===== config.mk =====
export PLATFORM = sky130hd
export DESIGN_NAME = spislave_tx_feeder
export DESIGN_NICKNAME = d
export VERILOG_FILES = /design/src/rtl/spislave_tx_feeder.sv
export SDC_FILE = /design/constraint.sdc
export NUM_CORES = 1
export LEC_CHECK = 0
export ABC_AREA = 1
export CORE_MARGIN = 2
export CORE_UTILIZATION = 60
export DETAILED_ROUTE_END_ITERATION = 12
export PLACE_DENSITY_LB_ADDON = 0.15
export SYNTH_ARGS = -nofsm -noshare
export SYNTH_HDL_FRONTEND = slang
export SYNTH_SLANG_ARGS = --single-unit

===== constraint.sdc =====
create_clock -name clk -period 4.5 [get_ports clk]
set_input_delay 1.125 -clock clk [delete_from_list [all_inputs] [get_ports clk]]
set_output_delay 1.125 -clock clk [all_outputs]
set_load 0.01 [all_outputs]

===== src/rtl/spislave_tx_feeder.sv =====
// Byte feeder for the SPI slave shifter: queues outgoing MIDI bytes and loads one per
// slave-select frame. When nothing is queued, it loads IDLE_BYTE and counts an underrun.
module spislave_tx_feeder #(
    parameter int         DEPTH     = 16,
    parameter int         LD_CYCLES = 2,
    parameter logic [7:0] IDLE_BYTE = 8'hFD
) (
    input  logic                   clk,
    input  logic                   rst,
    input  logic [7:0]             wr_data,
    input  logic                   wr_en,
    output logic                   wr_full,
    output logic [$clog2(DEPTH):0] fifo_level,
    input  logic                   ss,
    output logic [7:0]             data_o,
    output logic                   ld,
    output logic                   armed,
    output logic                   sent,
    output logic                   underrun,
    output logic [7:0]             underrun_cnt,
    output logic [1:0]             fsm_state
);

    localparam int AW = $clog2(DEPTH);
    localparam int CW = $clog2(LD_CYCLES + 1);

    localparam logic [1:0] S_LOAD   = 2'd0;
    localparam logic [1:0] S_STAGED = 2'd1;
    localparam logic [1:0] S_IDLE   = 2'd2;
    localparam logic [1:0] S_BUSY   = 2'd3;

    logic          ss_m;
    logic          ss_s;
    logic          ss_d;
    logic          rise;

    logic [7:0]    mem [DEPTH];
    logic [AW-1:0] wptr;
    logic [AW-1:0] rptr;
    logic [AW:0]   level;
    logic [AW:0]   level_nxt;
    logic          push;
    logic          pop;
    logic          empty;
    logic [7:0]    head;

    logic [1:0]    state;
    logic          is_data;
    logic [CW-1:0] ld_cnt;

    // ss idles high, so the synchroniser resets high to avoid a false frame after reset.
    always_ff @(posedge clk) begin
        if (rst) begin
            ss_m <= 1'b1;
            ss_s <= 1'b1;
            ss_d <= 1'b1;
        end else begin
            ss_m <= ss;
            ss_s <= ss_m;
            ss_d <= ss_s;
        end
    end

    assign rise  = ss_s & ~ss_d;
    assign empty = (level == '0);
    assign push  = wr_en & ~wr_full;
    assign head  = mem[rptr];

    always_comb begin
        pop = 1'b0;
        case (state)
            S_IDLE:  pop = ~empty & ss_s;
            S_BUSY:  pop = rise & ~empty;
            default: pop = 1'b0;
        endcase
    end

    always_comb begin
        level_nxt = level;
        if (push && !pop) begin
            level_nxt = level + 1'b1;
        end else if (!push && pop) begin
            level_nxt = level - 1'b1;
        end
    end

    always_ff @(posedge clk) begin
        if (push) begin
            mem[wptr] <= wr_data;
        end
    end

    always_ff @(posedge clk) begin
        if (rst) begin
            wptr    <= '0;
            rptr    <= '0;
            level   <= '0;
            wr_full <= 1'b0;
        end else begin
            if (push) begin
                wptr <= wptr + 1'b1;
            end
            if (pop) begin
                rptr <= rptr + 1'b1;
            end
            level   <= level_nxt;
            wr_full <= (level_nxt == (AW + 1)'(DEPTH));
        end
    end

    assign fifo_level = level;
    assign fsm_state  = state;

    always_ff @(posedge clk) begin
        if (rst) begin
            state        <= S_LOAD;
            is_data      <= 1'b0;
            data_o       <= IDLE_BYTE;
            ld           <= 1'b0;
            ld_cnt       <= '0;
            armed        <= 1'b0;
            sent         <= 1'b0;
            underrun     <= 1'b0;
            underrun_cnt <= 8'd0;
        end else begin
            sent     <= 1'b0;
            underrun <= 1'b0;
            case (state)
                S_LOAD: begin
                    // A frame starting mid-load is a host timing violation; abandon the strobe.
                    if (!ss_s) begin
                        ld    <= 1'b0;
                        state <= S_BUSY;
                    end else if (ld_cnt == CW'(LD_CYCLES)) begin
                        ld    <= 1'b0;
                        armed <= is_data;
                        state <= is_data ? S_STAGED : S_IDLE;
                    end else begin
                        ld     <= 1'b1;
                        ld_cnt <= ld_cnt + 1'b1;
                    end
                end
                S_IDLE: begin
                    if (!ss_s) begin
                        is_data <= 1'b0;
                        state   <= S_BUSY;
                    end else if (!empty) begin
                        data_o  <= head;
                        is_data <= 1'b1;
                        ld_cnt  <= '0;
                        state   <= S_LOAD;
                    end
                end
                S_STAGED: begin
                    if (!ss_s) begin
                        armed <= 1'b0;
                        state <= S_BUSY;
                    end
                end
                S_BUSY: begin
                    if (rise) begin
                        if (is_data) begin
                            sent <= 1'b1;
                        end else begin
                            underrun <= 1'b1;
                            if (underrun_cnt != 8'hFF) begin
                                underrun_cnt <= underrun_cnt + 8'd1;
                            end
                        end
                        if (!empty) begin
                            data_o  <= head;
                            is_data <= 1'b1;
                        end else begin
                            data_o  <= IDLE_BYTE;
                            is_data <= 1'b0;
                        end
                        ld_cnt <= '0;
                        state  <= S_LOAD;
                    end
                end
                default: begin
                    ld     <= 1'b0;
                    ld_cnt <= '0;
                    state  <= S_LOAD;
                end
            endcase
        end
    end

endmodule


==> metrics.md, run 1 <==
| Metric | Value |
|---|---|
| Status | `completed` |
| Slew of the pin with the lowest slew margin | `between 1 and 1.5 ns` |
| WS Path Type | `reg2out` |
| Number of synthesized flops with an enable pin | `128` |
| Via Count | `between 5000 and 6000` |
| Drt first pass iters | `5` |
| Average wire per cell in the routed design | `about 19 µm` |
| Post-route ant nets | `0` |
| Vias in the first global route | `~5000` |
| Power per cell area | `approximately 530 mW/mm²` |
| RSZ-0062 raised after global routing | `no` |
| Crit path DAT | `roughly 1.8 ns` |
| Slew Limit Fails | `0` |
| Most frequent cells in the layout | `139 x nor2_1, 128 x edfxtp_1, 76 x o21ai_0` |
| Busiest grt layer | `met2` |
| Leakage | `just under 3 nW` |
| First-pass GRT wire length | `around 26 mm` |
| Dpl cells | `~850` |
| Most used DFF post-synth | `edfxtp_1` |
| Pin count of the biggest net entering global routing | `66` |
| CP top delay family | `flip-flops` |
| Synth warn | `0` |
| GP Congestion | `0.905` |
| Clk sinks | `174` |
| Met1 usage | `0.360` |
| Hold WC Path Type | `reg2reg` |
| Mapped Area | `around 0.0073 mm²` |
| Worst skew pair latency | `roughly 0.43 ns` |
| Final period util | `0.655` |
| Met2 Usage GRT | `0.444` |
| Ant. Diodes | `0` |
| Post-synthesis async set-or-reset flop share | `0` |
| Area grow syn2layout | `14.9%` |
| Number of buffers created by CTS | `17` |
| CTS H-tree lvls | `4` |
| Util after Layout | `0.701` |
| Fin. Hold Viols | `0` |
| GRT Total Usage | `0.274` |
| Total power | `around 4.4 mW` |
| DRC | `0` |
| #FFs+latches synth | `~170` |
| Min Tclk post-route | `~2.9 ns` |
| Leading cell type in the layout, fill and taps excluded | `nor2_1` |
| # rows | `40` |
| Sequential area share after synthesis | `0.655` |
| TNS Setup | `0 ns` |
| Post-cts gate resize count | `0` |
| Slowest stage delay, CP | `~0.74 ns` |
| Core Box Area | `about 0.012 mm²` |
| Crit path cell chain | `clkdlybuf4s50_1` |
| Full die area | `between 0.01 and 0.015 mm²` |
| Max VDD drop | `0.302 mV` |
| Vert. Die Dim | `between 100 and 150 µm` |
| Initial antenna violation count | `0` |
| I/O Pins | `40` |
| WP data required | `3.38 ns` |
| Root Driver | `clkbuf_16` |
| CP Capture Type | `output pin` |
| Peak Freq | `~340 MHz` |
| Placed Area | `roughly 0.0077 mm²` |
| Starting Density | `0.611` |
| Synth unique cells | `35` |
| HPWL after DPL | `approximately 11 mm` |
| Clock Pin Slew Worst Setup and Hold Paths | `approximately 0.06 ns` |
| Clock skew | `0.00630 ns` |
| Final instance area | `0.00835 mm²` |
| Mapped Avg Cell Area | `10.6 µm²` |
| Setup violations, final | `0` |
| Worst reg-to-reg setup slack | `2.22 ns` |
| GR Layer Usage met3 | `0.0577` |
| MaxCap Viol Count | `0` |
| Post-CTS Setup Bufs | `0` |
| Slew HR | `0.332` |
| Drt via density | `5.92` |
| Kind of start point of the critical path | `flop` |
| Clk buf depth | `2` |
| Gate Count Post-Synth | `just under 700` |
| Input/output buffers | `39` |
| Crit path buf inv count | `1` |
| Fin cells | `approximately 880` |
| Die W | `approximately 110 µm` |
| Synthesized net count | `between 700 and 800` |
| CP max-delay cell | `dfxtp_1` |
| Overflow after GRT | `0` |
| CTS tree | `done` |
| 1st-iter DRT viols | `589` |
| CP Max Fanout | `15` |
| Drt total wl | `between 15 and 20 mm` |
| Fraction of layout cells with a size suffix above 1 | `0.0792` |
| Hold-fix buffer count after cts | `0` |
| # nets final | `740` |
[per-stage QoR]
stage | setup WS, ns | hold WS [ns]
2_1_floorplan | 2.02 | 0.389
3_5_place_dp | 1.16 | 0.404
6_report | 1.55 | 0.416
4_1_cts | 1.54 | 0.419
3_3_place_gp | 1.24 | 0.391
5_1_grt | 1.42 | 0.434
[registers in the layout, indices dropped and copies added (netlist names), 2 cells and up, named ones only]
signal,cells
underrun_cnt,8
fifo_level,5
ld_cnt,2
mem,128
data_o,8
rptr,4
wptr,4
fsm_state,2
[worst paths after layout]
path | start | endpoint | cells after the start
worst max-delay path | fsm_state[1]$_SDFFE_PP0P_ | fsm_state[1] | 1
worst max register to register | flop | data_o[6]$_SDFFE_PP1P_ | 8
worst min-delay path | ss_m$_SDFF_PP1_ | ss_s$_SDFF_PP1_ | 1
worst min register to register | ss_m$_SDFF_PP1_ | ss_s$_SDFF_PP1_ | 1
[kinds of logic after synthesis]
logic type,count (synthesis),synth area share
flops,174,0.655
xor+xnor,5,0.00602
buf+inv,74,0.0415
simple gates,281,0.172
fa+ha+maj,9,0.0155
compound gates,144,0.110
[per-layer routing]
layer	up-vias	wire length (µm)
met1	2443	6730
met3	39	1350
met4	0	475
met2	258	8240
met5	-	0
li1	2467	-
[final cells by class]
type	count	area (µm²)
well taps	147	184
clock inverters	10	98.8
repair buffers	42	413
inverters	45	169
flip-flops and latches	174	4770
clock buffers	22	518
fillers	879	3560
multi-input cells	439	2210
[report_power, final]
group          total (mW)  internal, mW  leakage [nW]  switching, mW
combinational        1.02         0.363          1.08          0.661
clock                1.48         0.880         0.292          0.598
sequential           1.95          1.83          1.53          0.117
total                4.45          3.07          2.91           1.38
[synthesized netlist by cell type, types with 2 or more instances]
| library cell | n | area share |
|---|---|---|
| nand4_1 | 8 | 0.0069 |
| dfxtp_1 | 46 | 0.13 |
| ha_1 | 9 | 0.015 |
| nand4_2 | 3 | 0.0052 |
| nand2_1 | 69 | 0.036 |
| nand3_1 | 38 | 0.026 |
| nor2_2 | 2 | 0.0017 |
| buf_2 | 6 | 0.0041 |
| nor4_1 | 2 | 0.0017 |
| xor2_1 | 3 | 0.0036 |
| nand2_4 | 2 | 0.0031 |
| nand2_2 | 3 | 0.0026 |
| inv_2 | 5 | 0.0026 |
| nor2_1 | 139 | 0.072 |
| o21ai_1 | 3 | 0.0021 |
| nor2_4 | 3 | 0.0046 |
| clkbuf_1 | 18 | 0.0093 |
| buf_4 | 2 | 0.0021 |
| edfxtp_1 | 128 | 0.53 |
| o211ai_1 | 31 | 0.032 |
| xnor2_1 | 2 | 0.0024 |
| nor3_1 | 6 | 0.0041 |
| o21ai_0 | 76 | 0.052 |
| or2_2 | 2 | 0.0017 |
| a21oi_1 | 33 | 0.023 |
| inv_1 | 39 | 0.020 |
Power figures use the tool's default switching activity.
==> run 2, diff against run 1 <==
--- a/config.mk
+++ b/config.mk
@@ -7,7 +7,7 @@
 export LEC_CHECK = 0
 export ABC_AREA = 1
 export CORE_MARGIN = 2
-export CORE_UTILIZATION = 60
+export CORE_UTILIZATION = 54
 export DETAILED_ROUTE_END_ITERATION = 12
 export PLACE_DENSITY_LB_ADDON = 0.15
 export SYNTH_ARGS = -nofsm -noshare
==> constraint.sdc (replaced) <==
create_clock -name clk -period 2.6 [get_ports clk]
set_input_delay 0.65 -clock clk [delete_from_list [all_inputs] [get_ports clk]]
set_output_delay 0.65 -clock clk [all_outputs]
set_load 0.01 [all_outputs]
==> metrics.md, run 2 (synthesized netlist as in run 1, its figures left out) <==
| Metric | Value |
|---|---|
| Status | `completed` |
| Post-route ant nets | `0 (unchanged)` |
| Post-cts gate resize count | `0 (unchanged)` |
| WS Path Type | `reg2out` |
| CP Capture Type | `output pin` |
| Fin. Hold Viols | `0 (unchanged)` |
| Starting Density | `0.551 (-0.0592)` |
| CTS H-tree lvls | `4 (unchanged)` |
| 1st-iter DRT viols | `431 (-27%)` |
| HPWL after DPL | `11.3 mm (+2.6%)` |
| Vert. Die Dim | `120 µm (+5.2%)` |
| Clk buf depth | `2 (unchanged)` |
| Slew of the pin with the lowest slew margin | `0.539 ns (-0.461 ns)` |
| Leading cell type in the layout, fill and taps excluded | `nor2_1` |
| Worst reg-to-reg setup slack | `0.74 ns (-1.48 ns)` |
| Min Tclk post-route | `between 2 and 2.5 ns` |
| CP Max Fanout | `8 (-7)` |
| Initial antenna violation count | `0 (unchanged)` |
| Average wire per cell in the routed design | `18.0 µm (-5.5%)` |
| Number of buffers created by CTS | `17 (unchanged)` |
| Clock skew | `0.0139 ns (+0.00758 ns)` |
| Peak Freq | `about 460 MHz` |
| Overflow after GRT | `0 (unchanged)` |
| Max FFs per register | `128 (unchanged)` |
| Largest regs | `mem x128, data_o x8, underrun_cnt x8` |
| Drt via density | `5.66 (-4.4%)` |
| Crit path buf inv count | `1 (unchanged)` |
| WP data required | `1.95 ns (-1.43 ns)` |
| TNS Setup | `0 ns (unchanged)` |
| # rows | `42 (+5.0%)` |
| Fraction of layout cells with a size suffix above 1 | `0.114 (+0.0349)` |
| Setup crit end | `fifo_level[2]` |
| MaxCap Viol Count | `0 (unchanged)` |
| Most frequent cells in the layout | `139 x nor2_1, 128 x edfxtp_1, 76 x o21ai_0` |
| Pin count of the biggest net entering global routing | `64 (-3.0%)` |
| CP top delay family | `buffers and inverters` |
| CTS tree | `done` |
| R2R depth | `7 (-1)` |
| Dpl cells | `906 (+7.0%)` |
| CP max-delay cell | `clkdlybuf4s50_1` |
| GRT Total Usage | `0.252 (-0.0216)` |
| Area grow syn2layout | `17.8%` |
| Final period util | `0.835` |
| I/O Pins | `40 (unchanged)` |
| Hold WC Path Type | `reg2reg` |
| Full die area | `0.0144 mm² (+11%)` |
| RSZ-0062 raised after global routing | `no` |
| Ant. Diodes | `0 (unchanged)` |
| Via Count | `5311 (+2.0%)` |
| Drt total wl | `16.9 mm (+0.79%)` |
| WP depth | `1 (unchanged)` |
| DRC | `0 (unchanged)` |
| Worst skew pair latency | `0.43 ns (about the same)` |
| Core Box Area | `0.0132 mm² (+11%)` |
| Slew HR | `0.640 (+0.308)` |
| Kind of start point of the critical path | `flop` |
| Setup violations, final | `0 (unchanged)` |
| Post-CTS Setup Bufs | `0 (unchanged)` |
| Leakage | `3.04 nW (+4.8%)` |
| Die W | `120 µm (+5.2%)` |
| Input/output buffers | `39 (unchanged)` |
| Clock Pin Slew Worst Setup and Hold Paths | `0.06 ns (about the same)` |
| Vias in the first global route | `5247 (+4.6%)` |
| Crit path cell chain | `clkdlybuf4s50_1` |
| Root Driver | `clkbuf_16` |
| Max VDD drop | `0.563 mV (+86%)` |
| Clk sinks | `174 (unchanged)` |
| # nets final | `770 (+4.1%)` |
| Hold-fix buffer count after cts | `0 (unchanged)` |
| Power per cell area | `879 mW/mm² (+65%)` |
| Slew Limit Fails | `0 (unchanged)` |
| Fin cells | `938 (+6.7%)` |
| GP Congestion | `0.871 (-3.8%)` |
| Drt first pass iters | `5 (unchanged)` |
| FF-to-FF End | `data_o[7]$_SDFFE_PP1P_` |
| Most flops, register | `mem` |
| First-pass GRT wire length | `27.1 mm (+2.6%)` |
| Slowest stage delay, CP | `0.61 ns (-0.13 ns)` |
| Crit path DAT | `1.52 ns (-0.30 ns)` |
| Worst Setup SP | `fifo_level[2]$_SDFF_PP0_` |
==> run 2: report_power, final <==
| part | switching, mW | leakage, nW | total (mW) | internal [mW] |
|---|---|---|---|---|
| Clock | 0.986 | 0.269 | 2.34 | 1.35 |
| Sequential | 0.153 | 1.53 | 3.32 | 3.17 |
| Combinational | 1.19 | 1.24 | 1.87 | 0.682 |
| Total | 2.33 | 3.04 | 7.53 | 5.20 |
==> run 2: cell type report <==
type | instances | area [µm²]
inverter | 45 | 169
clock buffer | 20 | 457
timing repair buffer | 72 | 651
tap | 176 | 220
sequential | 174 | 4770
multi-input combinational | 439 | 2210
clock inverter | 12 | 95.1
fill | 1046 | 4630
==> run 2: per-layer routing <==
| layer | share of wire | track usage | vias to the layer above | wire [µm] |
|---|---|---|---|---|
| li1 | - | - | 2526 | - |
| met1 | 0.42 | 0.326 | 2534 | 7130 |
| met4 | 0.023 | 0.110 | 0 | 388 |
| met5 | 0 | 0 | - | 0 |
| met2 | 0.49 | 0.408 | 217 | 8260 |
| met3 | 0.068 | 0.0594 | 34 | 1150 |
==> run 2: worst min path at each step <==
stage,start,to,cells past startpoint
final,ss_m$_SDFF_PP1_,ss_s$_SDFF_PP1_,1
after global placement,ss_m$_SDFF_PP1_,ss_s$_SDFF_PP1_,1
after floorplan,ss_m$_SDFF_PP1_,ss_s$_SDFF_PP1_,1
after CTS,ss_m$_SDFF_PP1_,ss_s$_SDFF_PP1_,1
after detailed placement,ss_m$_SDFF_PP1_,ss_s$_SDFF_PP1_,1
after global routing,ss_m$_SDFF_PP1_,ss_s$_SDFF_PP1_,1
==> run 2: per-stage QoR <==
| step | utilization | hold slack, ns | setup slack [ns] | cell area [µm²] | total power [mW] |
|---|---|---|---|---|---|
| finish | 0.649 | 0.409 | 0.428 | 8560 | 7.53 |
| global placement | 0.607 | 0.394 | 0.268 | 8010 | 5.19 |
| CTS | 0.649 | 0.413 | 0.411 | 8560 | 7.57 |
| global route | 0.649 | 0.415 | 0.354 | 8560 | 7.95 |
| floorplan | - | 0.389 | 0.598 | 7270 | 4.58 |
| detailed placement | 0.607 | 0.398 | 0.271 | 8010 | 5.23 |
